--- config.mk ---
export PLATFORM = sky130hd
export DESIGN_NAME = pipe_hazard_ctrl
export DESIGN_NICKNAME = d
export VERILOG_FILES = /design/src/rtl/pipe_hazard_ctrl.sv
export SDC_FILE = /design/constraint.sdc
export NUM_CORES = 1
export LEC_CHECK = 0
export BUFFER_PORTS_ARGS = -buffer_cell sky130_fd_sc_hd__buf_2
export CORE_MARGIN = 2
export CORE_UTILIZATION = 39
export DETAILED_ROUTE_END_ITERATION = 10
export GPL_TIMING_DRIVEN = 0
export PLACE_DENSITY_LB_ADDON = 0.25
export REMOVE_ABC_BUFFERS = 1
export SETUP_SLACK_MARGIN = 0.5
export SLEW_MARGIN = 40
export SYNTH_ARGS = -nofsm -noshare
export SYNTH_HDL_FRONTEND = slang
export SYNTH_SLANG_ARGS = --single-unit
--- constraint.sdc ---
create_clock -name clk -period 2 [get_ports clk]
set_clock_uncertainty 0.2 [all_clocks]
set_input_delay 0 -clock clk [delete_from_list [all_inputs] [get_ports clk]]
set_output_delay 0 -clock clk [all_outputs]
set_load 0.1 [all_outputs]
--- src/rtl/pipe_hazard_ctrl.sv ---
// pipe_hazard_ctrl: pipeline interface controller.
// Resolves ID operand hazards against FWD_DEPTH forwarding stages (stage 0 = EX),
// stalls on results that are not yet ready, redirects the PC on EX control-flow
// mismatch, freezes everything while data memory is busy, and drains the pipe into
// a HALTED state on an EX HALT until resume.
// Optional feature macro: PIC_PERF_EN adds saturating stall/flush cycle counters.

// Single-stage, single-operand hazard detector.
module pipe_hazard_match #(
    parameter int RID_W = 5
) (
    input  logic             rd,
    input  logic [RID_W-1:0] req,
    input  logic             we,
    input  logic [RID_W-1:0] req_w,
    output logic             hit
);
    // r0 is hardwired, so a read of r0 never depends on an in-flight write
    assign hit = rd && (req != '0) && we && (req_w == req);
endmodule

module pipe_hazard_ctrl #(
    parameter int ADDR_W    = 10,
    parameter int RID_W     = 5,
    parameter int FWD_DEPTH = 3,
    parameter int MUX_W     = 2
) (
    input  logic                       clk,
    input  logic                       rst_n,
    input  logic [ADDR_W-1:0]          id_pc,
    input  logic                       id_rf_ra,
    input  logic                       id_rf_rb,
    input  logic [RID_W-1:0]           id_rf_req_a,
    input  logic [RID_W-1:0]           id_rf_req_b,
    input  logic [FWD_DEPTH-1:0]       st_rf_we,
    input  logic [FWD_DEPTH*RID_W-1:0] st_rf_req_w,
    input  logic [FWD_DEPTH-1:0]       st_ready,
    input  logic                       ex_valid,
    input  logic [ADDR_W-1:0]          ex_pc_4,
    input  logic                       ex_is_jump,
    input  logic                       ex_branched,
    input  logic [ADDR_W-1:0]          ex_wtg_pc_new,
    input  logic                       ex_halt,
    input  logic                       dm_busy,
    input  logic                       resume,
    output logic                       pc_en,
    output logic                       pc_ld,
    output logic [ADDR_W-1:0]          pc_ld_addr,
    output logic                       ifid_en,
    output logic                       ifid_nop,
    output logic                       idex_en,
    output logic                       idex_nop,
    output logic [MUX_W-1:0]           id_mux_fwd_rf_a,
    output logic [MUX_W-1:0]           id_mux_fwd_rf_b,
    output logic                       halted
`ifdef PIC_PERF_EN
    ,
    output logic [31:0]                perf_stall_cnt,
    output logic [31:0]                perf_flush_cnt
`endif
);
    localparam int CNT_W = (FWD_DEPTH > 1) ? $clog2(FWD_DEPTH) : 1;

    typedef enum logic [1:0] {S_RUN, S_DRAIN, S_HALTED} state_t;

    state_t             state;
    logic [CNT_W-1:0]   drain_cnt;
    logic [FWD_DEPTH-1:0] hit_a, hit_b;
    logic               stall_a, stall_b, stall;
    logic [ADDR_W-1:0]  pc_correct;
    logic               redirect, halt_go;

    for (genvar k = 0; k < FWD_DEPTH; k++) begin : g_stage
        pipe_hazard_match #(.RID_W(RID_W)) u_match_a (
            .rd(id_rf_ra), .req(id_rf_req_a), .we(st_rf_we[k]),
            .req_w(st_rf_req_w[k*RID_W +: RID_W]), .hit(hit_a[k])
        );
        pipe_hazard_match #(.RID_W(RID_W)) u_match_b (
            .rd(id_rf_rb), .req(id_rf_req_b), .we(st_rf_we[k]),
            .req_w(st_rf_req_w[k*RID_W +: RID_W]), .hit(hit_b[k])
        );
    end

    // Youngest matching stage wins: scan oldest-first so the lowest k is assigned last
    always_comb begin
        id_mux_fwd_rf_a = '0;
        id_mux_fwd_rf_b = '0;
        stall_a = 1'b0;
        stall_b = 1'b0;
        for (int k = FWD_DEPTH - 1; k >= 0; k--) begin
            if (hit_a[k]) begin
                id_mux_fwd_rf_a = MUX_W'(k + 1);
                stall_a = !st_ready[k];
            end
            if (hit_b[k]) begin
                id_mux_fwd_rf_b = MUX_W'(k + 1);
                stall_b = !st_ready[k];
            end
        end
        stall = stall_a || stall_b;
    end

    // Pipeline register controls; freeze > halt/drain squash > redirect > load-use stall
    always_comb begin
        pc_correct = (ex_is_jump || ex_branched) ? ex_wtg_pc_new : ex_pc_4;
        redirect   = ex_valid && (id_pc != pc_correct);
        halt_go    = ex_valid && ex_halt;
        pc_ld_addr = pc_correct;
        pc_en      = 1'b1;
        ifid_en    = 1'b1;
        idex_en    = 1'b1;
        pc_ld      = 1'b0;
        ifid_nop   = 1'b0;
        idex_nop   = 1'b0;
        if (dm_busy) begin
            pc_en   = 1'b0;
            ifid_en = 1'b0;
            idex_en = 1'b0;
        end else begin
            case (state)
                S_RUN: begin
                    if (halt_go) begin
                        pc_en    = 1'b0;
                        ifid_nop = 1'b1;
                        idex_nop = 1'b1;
                    end else if (redirect) begin
                        pc_ld    = 1'b1;
                        ifid_nop = 1'b1;
                        idex_nop = 1'b1;
                    end else if (stall) begin
                        pc_en    = 1'b0;
                        ifid_en  = 1'b0;
                        idex_nop = 1'b1;
                    end
                end
                S_DRAIN: begin
                    pc_en    = 1'b0;
                    ifid_nop = 1'b1;
                    idex_nop = 1'b1;
                end
                default: begin
                    pc_en    = 1'b0;
                    ifid_en  = 1'b0;
                    idex_nop = 1'b1;
                end
            endcase
        end
    end

    // Halt FSM: RUN -> DRAIN (FWD_DEPTH cycles) -> HALTED -> RUN on resume; frozen while dm_busy
    always_ff @(posedge clk or negedge rst_n) begin
        if (!rst_n) begin
            state     <= S_RUN;
            drain_cnt <= '0;
            halted    <= 1'b0;
        end else if (!dm_busy) begin
            case (state)
                S_RUN: begin
                    if (halt_go) begin
                        if (FWD_DEPTH == 1) begin
                            state  <= S_HALTED;
                            halted <= 1'b1;
                        end else begin
                            state     <= S_DRAIN;
                            drain_cnt <= CNT_W'(FWD_DEPTH - 1);
                        end
                    end
                end
                S_DRAIN: begin
                    if (drain_cnt == '0) begin
                        state  <= S_HALTED;
                        halted <= 1'b1;
                    end else begin
                        drain_cnt <= drain_cnt - 1'b1;
                    end
                end
                S_HALTED: begin
                    if (resume) begin
                        state  <= S_RUN;
                        halted <= 1'b0;
                    end
                end
                default: begin
                    state  <= S_RUN;
                    halted <= 1'b0;
                end
            endcase
        end
    end

`ifdef PIC_PERF_EN
    logic stall_evt, flush_evt;
    assign stall_evt = !dm_busy && (state == S_RUN) && !halt_go && !redirect && stall;
    assign flush_evt = !dm_busy && (state == S_RUN) && !halt_go && redirect;

    // Saturating counters of effective load-use stall and redirect cycles
    always_ff @(posedge clk or negedge rst_n) begin
        if (!rst_n) begin
            perf_stall_cnt <= '0;
            perf_flush_cnt <= '0;
        end else begin
            if (stall_evt && (perf_stall_cnt != 32'hFFFF_FFFF))
                perf_stall_cnt <= perf_stall_cnt + 32'd1;
            if (flush_evt && (perf_flush_cnt != 32'hFFFF_FFFF))
                perf_flush_cnt <= perf_flush_cnt + 32'd1;
        end
    end
`endif
endmodule

Word level (Yosys, flattened, before mapping) --
Cells that the tools add are included.
Storage, ports and cells: flip-flop bits (word level) 5
Cells by class: add/subtract/negate cells 1, eq/ne operators 13, muxes and demuxes 44, bitwise gates (word level) 2, reductions and logical operators 29
Operators with widths (count):
- 5-bit equality test | 6
- 1-bit 2-to-1 mux | 27
- 2-bit 2-to-1 mux | 11
- 1-bit logical AND | 16
- 4-bit AND reduction | 3
- 10-bit 2-to-1 mux | 1
- 10-bit != test | 1
- 5-bit nonzero test | 2
- 2-bit != test, second input constant | 4
- 2-bit one-hot mux with 3 select lines | 1
- 2-bit zero test | 2
- 1-bit one-hot mux with 2 select lines | 2
- 2-bit one-hot mux with 2 select lines | 1
- 1-bit zero test | 3
- 1-bit one-hot mux with 3 select lines | 1
- 2-bit by 1-bit equality test with 1-bit output, second input constant | 1
- 2-bit equality test, second input constant | 1
- 1-bit logical OR | 2
- 1-bit inverter | 2
- 2-bit nonzero test | 1
- 2-bit by 1-bit subtractor with 2-bit output, second input constant | 1

Depth between registers and ports, before layout --
depth after elaboration 13, depth in mapped cells 8, gate-level depth less buffers 7

Modules after synthesis --
Synthesis repeated with hierarchy kept, for this count alone.
Second synthesis, totals: cells, all modules 161, area, all modules 1249.9 µm²
By module, submodules not included:
- pipe_hazard_ctrl | times used 1, cells an instance 101, area an instance 792.0 µm², seq. area each 125.1 µm²
- pipe_hazard_match | times used 6, cells an instance 10, area an instance 76.3 µm², seq. area each 0.0 µm²

Worst setup path before layout --
OpenSTA, ideal clock, no wires.
path kind input-to-output, start input port ex_branched, end output port ifid_nop, arrival time 3.600 ns, required time 1.800 ns, setup slack -1.800 ns, cell stages on the path 7, path buffers 1, cell sequence nor2_2 buf_4 mux2_2 xnor2_1 nand2_1 o41ai_2 a211oi_1
Between the ends: longest elaborated chain between the ends 8
Ends and longest elaborated chain:
- start, declared | line 41 | input logic ex_branched,
- 1-bit logical OR | line 105 | pc_correct = (ex_is_jump || ex_branched) ? ex_wtg_pc_new : ex_pc_4;
- 10-bit 2-to-1 mux | line 105
- net pc_ld_addr[0] | line 48 | output logic [ADDR_W-1:0] pc_ld_addr,
- 10-bit != test | line 106 | redirect = ex_valid && (id_pc != pc_correct);
- 1-bit logical AND | line 106
- 1-bit 2-to-1 mux | line 126 | end else if (redirect) begin
- 1-bit 2-to-1 mux | line 122 | if (halt_go) begin
- 1-bit one-hot mux with 2 select lines | line 120 | case (state)
- 1-bit 2-to-1 mux | line 115 | if (dm_busy) begin
- end, declared | line 50 | output logic ifid_nop,
The timed path passes the listed nets, and every way through them passes these cells.

Worst setup path in the final report --
start input port ex_is_jump, end output port idex_nop
Between the ends: longest elaborated chain between the ends 8
Ends and longest elaborated chain:
- start, declared | line 40 | input logic ex_is_jump,
- 1-bit logical OR | line 105
- 10-bit 2-to-1 mux | line 105
- 10-bit != test | line 106
- 1-bit logical AND | line 106
- 1-bit 2-to-1 mux | line 126
- 1-bit 2-to-1 mux | line 122
- 1-bit 2-to-1 mux | line 120
- 1-bit 2-to-1 mux | line 115
- end, declared | line 52 | output logic idex_nop,
No other way between the ends.

==> flow_summary.yaml <==
status:
  result_of_the_run: "complete, but fails checks"
  violations: "negative setup slack"
placement:
  globalplace.congestion: 0.783
  place.port_buffers: 91
  placed_cell_area_mm2: 0.00161
  post-dp-hpwl_mm: 2.68
worst_setup_path:
  crit-reg2reg-launch: "drain_cnt[0]"
  timing.setup.critical_path_class: "in2out"
  crit_fanout: 5
  timing.reg2reg.setup_slack_ps: 590
  critical_path_data_required_time_ps: 1800
  worst-r2r-cell-count: 7
  r2r_end: "drain_cnt[0]"
  worst-endpoint-arrival_ps: 1850
  type_of_element_launching_the_critical_path: "input pin"
  worst_setup_path_end_kind: "primary output"
synth:
  number_of_flops_mapped_to_enable_cells_by_yosys: 0
  synthFlopType: "dfrtp_1"
  synth_sequential_area_ratio_pct: 11.1
  synth_top_family_by_area: "XOR/XNOR gates"
  synth-compound-area-share_pct: 21.8
  synthXorXnorAreaFrac_pct: 31.0
  ys_ff_latch: 5
  muxShareOfSynthArea_pct: 12.2
  syn_avg_cell_area_um2: 8.26
  synth-warning-count: 0
  yosys.cell_types.count: 40
  synthesized_area_fraction_occupied_by_adder_cells_pct: 1.11
  synthDominantAreaCellType: "xnor2_1"
  netlist_area_mm2: 0.00113
  post_synth_and_or_nand_nor_area_fraction_pct: 17.6
  synth_top_area_share_pct: 17.0
  synth_top_cells_by_area: "xnor2_1 (17%), xor2_1 (14%), dfrtp_1 (11%)"
  postSynth.asyncResetShare_pct: 100
  postSynthCellCount: 137
final_layout:
  n_antenna_cell: 0
  regArea_um2: 126
  fin_area_mm2: 0.00216
  layout.cells.most_common_list: "buf_2 (75), xor2_1 (18), xnor2_1 (18), buf_4 (15), buf_6 (9)"
  finalNetCount: 323
  drive_gt1_share_pct: 62.4
  share_of_the_core_filled_with_cells_in_the_final_layout_pct: 78.4
  synthToLayoutAreaGrowth_pct: 91.2
  fill_cells: 197
  area_of_the_multi_input_gates_mm2: 0.00112
  layout.cells.most_common: "buf_2"
timing:
  rsz0062_at_grt: "true"
  max_slew.worst_pin.slew_ps: 491
  fmax_mhz: 487
  final_critical_path_setup_slack_ps: -54.8
  max-slew-margin-rel_pct: 67.5
  maxSlewViolCount: 0
  timing.final.crit_share_pct: 103
  layout_min_cycle_time_ps: 2050
  finalHoldViolations: 0
  setup_viol_count_final: 3
clocking:
  insertion_delay_ps: 240
  clock_tree_root_buffer_cell: "clkbuf_4"
  clock_path_buffers: 2
  cts_made_buffers: 3
  clkSinkCount: 5
  worst_path_clk_slew_ps: 40
  tritoncts: "done"
  htreeDepth: 1
grt:
  grt_pass1_wl_mm: 5.44
  grt.overflow.total: 0
  initial_antenna_violation_count: 0
  grtUsageTotal_pct: 20.5
  grt_max_degree: 11
  first_global_vias: 1341
floorplanning:
  initial_utilization_pct: 41.0
  die_h_um: 57.9
  placeableCoreArea_mm2: 0.00276
  boundaryPins: 92
  die_area_mm2: 0.00335
  dieWidth_um: 57.9
  placementRows: 19
job:
  drv_cap: 0
route:
  postRouteAntennaNets: 0
  drt_pass1_iterations: 4
  wl_per_cell_um: 13.9
  wirelength_mm: 3.89
  vias: 1441
  route.detailed.drc: 0
  first_iter_violations: 36
  vias_per_cell: 5.13
worst_hold_path:
  holdPathEnd: "halted"
  worstHoldPathType: "in2reg"
  holdPathStages: 4
  hp-start: "dm_busy"
power_and_ir_drop:
  ir_drop_mv: 0.775
  powerDensity_mw_per_mm2: 632
  leakagePower_nw: 1.02
## synth_stat cells, types with 2 or more instances
cell      number
a2111o_1       2
a21oi_1        3
a21oi_2        2
a221oi_1       2
a31oi_1        2
clkbuf_1       2
dfrtp_1        5
inv_1         11
mux2_2        10
nand2_1        8
nand4_1        6
nor2_1         5
nor3_1         3
nor4_1         4
o21a_1         3
o21ai_0        4
o21ai_1        2
o22ai_1        2
or4_1          2
xnor2_1       22
xor2_1        18
## metal layers
| layer | wire, um | vias up | GRT usage (%) |
|---|---|---|---|
| met5 | 0 | - | 0 |
| met3 | 289 | 4 | 3.13 |
| met4 | 29 | 0 | 4.98 |
| met1 | 1490 | 637 | 22.4 |
| li1 | - | 730 | - |
| met2 | 2090 | 70 | 40.6 |
## through the flow
step | hold slack, ps | setup TNS [ps] | setup WS [ps] | instances | total power, mW
floorplan | -496 | -7000 | -1940 | 133 | 0.792
detailed placement | -385 | -1790 | -519 | 255 | 0.991
finish | 89.5 | -123 | -54.8 | 281 | 1.37
CTS | 68.4 | -64.6 | -34.3 | 275 | 1.23
global route | 125 | -575 | -205 | 281 | 1.45
global placement | -387 | -1800 | -520 | 255 | 0.984
## area by class of cell
type / count / share of cell area, %
flip-flops and latches: 5 / 5.84
repair buffers: 113 / 36.9
well taps: 31 / 1.79
inverters: 11 / 2.26
multi-input cells: 117 / 52.0
clock buffers: 4 / 1.22
## worst max-delay path: stages
cell,delay [ps]
buf_6,90
nor2_4,160
mux2_2,380
xnor2_1,180
nand4_1,210
o41ai_4,330
nand2_1,90
o21a_1,230
buf_12,170
## how the worst max path moves through the flow
stage                   start       end  cells past startpoint  slack [ps]
5_1_grt        id_rf_req_b[4]   ifid_en                      9        -200
4_1_cts        id_rf_req_b[4]   ifid_en                      9         -30
3_5_place_dp      ex_branched  idex_nop                      9        -520
6_report           ex_is_jump  idex_nop                      9         -50
2_1_floorplan     ex_branched  ifid_nop                      6       -1940
3_3_place_gp      ex_branched  idex_nop                      9        -520
## repair_timing
action,CTS,global route
endpoints found under the hold margin,9,0
setup endpoints to repair,14,12
gates resized for setup,58,30
hold buffers,5,0
buffers inserted,11,6
pin swaps,19,15
## logic make-up (layout without fill, tap and decap cells)
| kind of cell | Yosys count | count (layout) |
|---|---|---|
| xor gates and xnor gates | 40 | 40 |
| and+or+nand+nor | 33 | 33 |
| AOI/OAI and AO/OA | 31 | 31 |
| buffers and inverters | 15 | 128 |
| muxes | 12 | 12 |
| DFF | 5 | 5 |
| adders and majority gates | 1 | 1 |
## flip-flops by register name, summed over array words and instances (netlist names)
register / count
drain_cnt: 2
halted: 1
state: 2
## where the power goes
group | internal, mW | total [mW] | switching, mW
Clock | 0.0751 | 0.111 | 0.0361
Combinational | 0.395 | 1.05 | 0.656
Sequential | 0.144 | 0.203 | 0.0594
Total | 0.614 | 1.37 | 0.752
No activity file was read; power rests on OpenSTA's default activity.
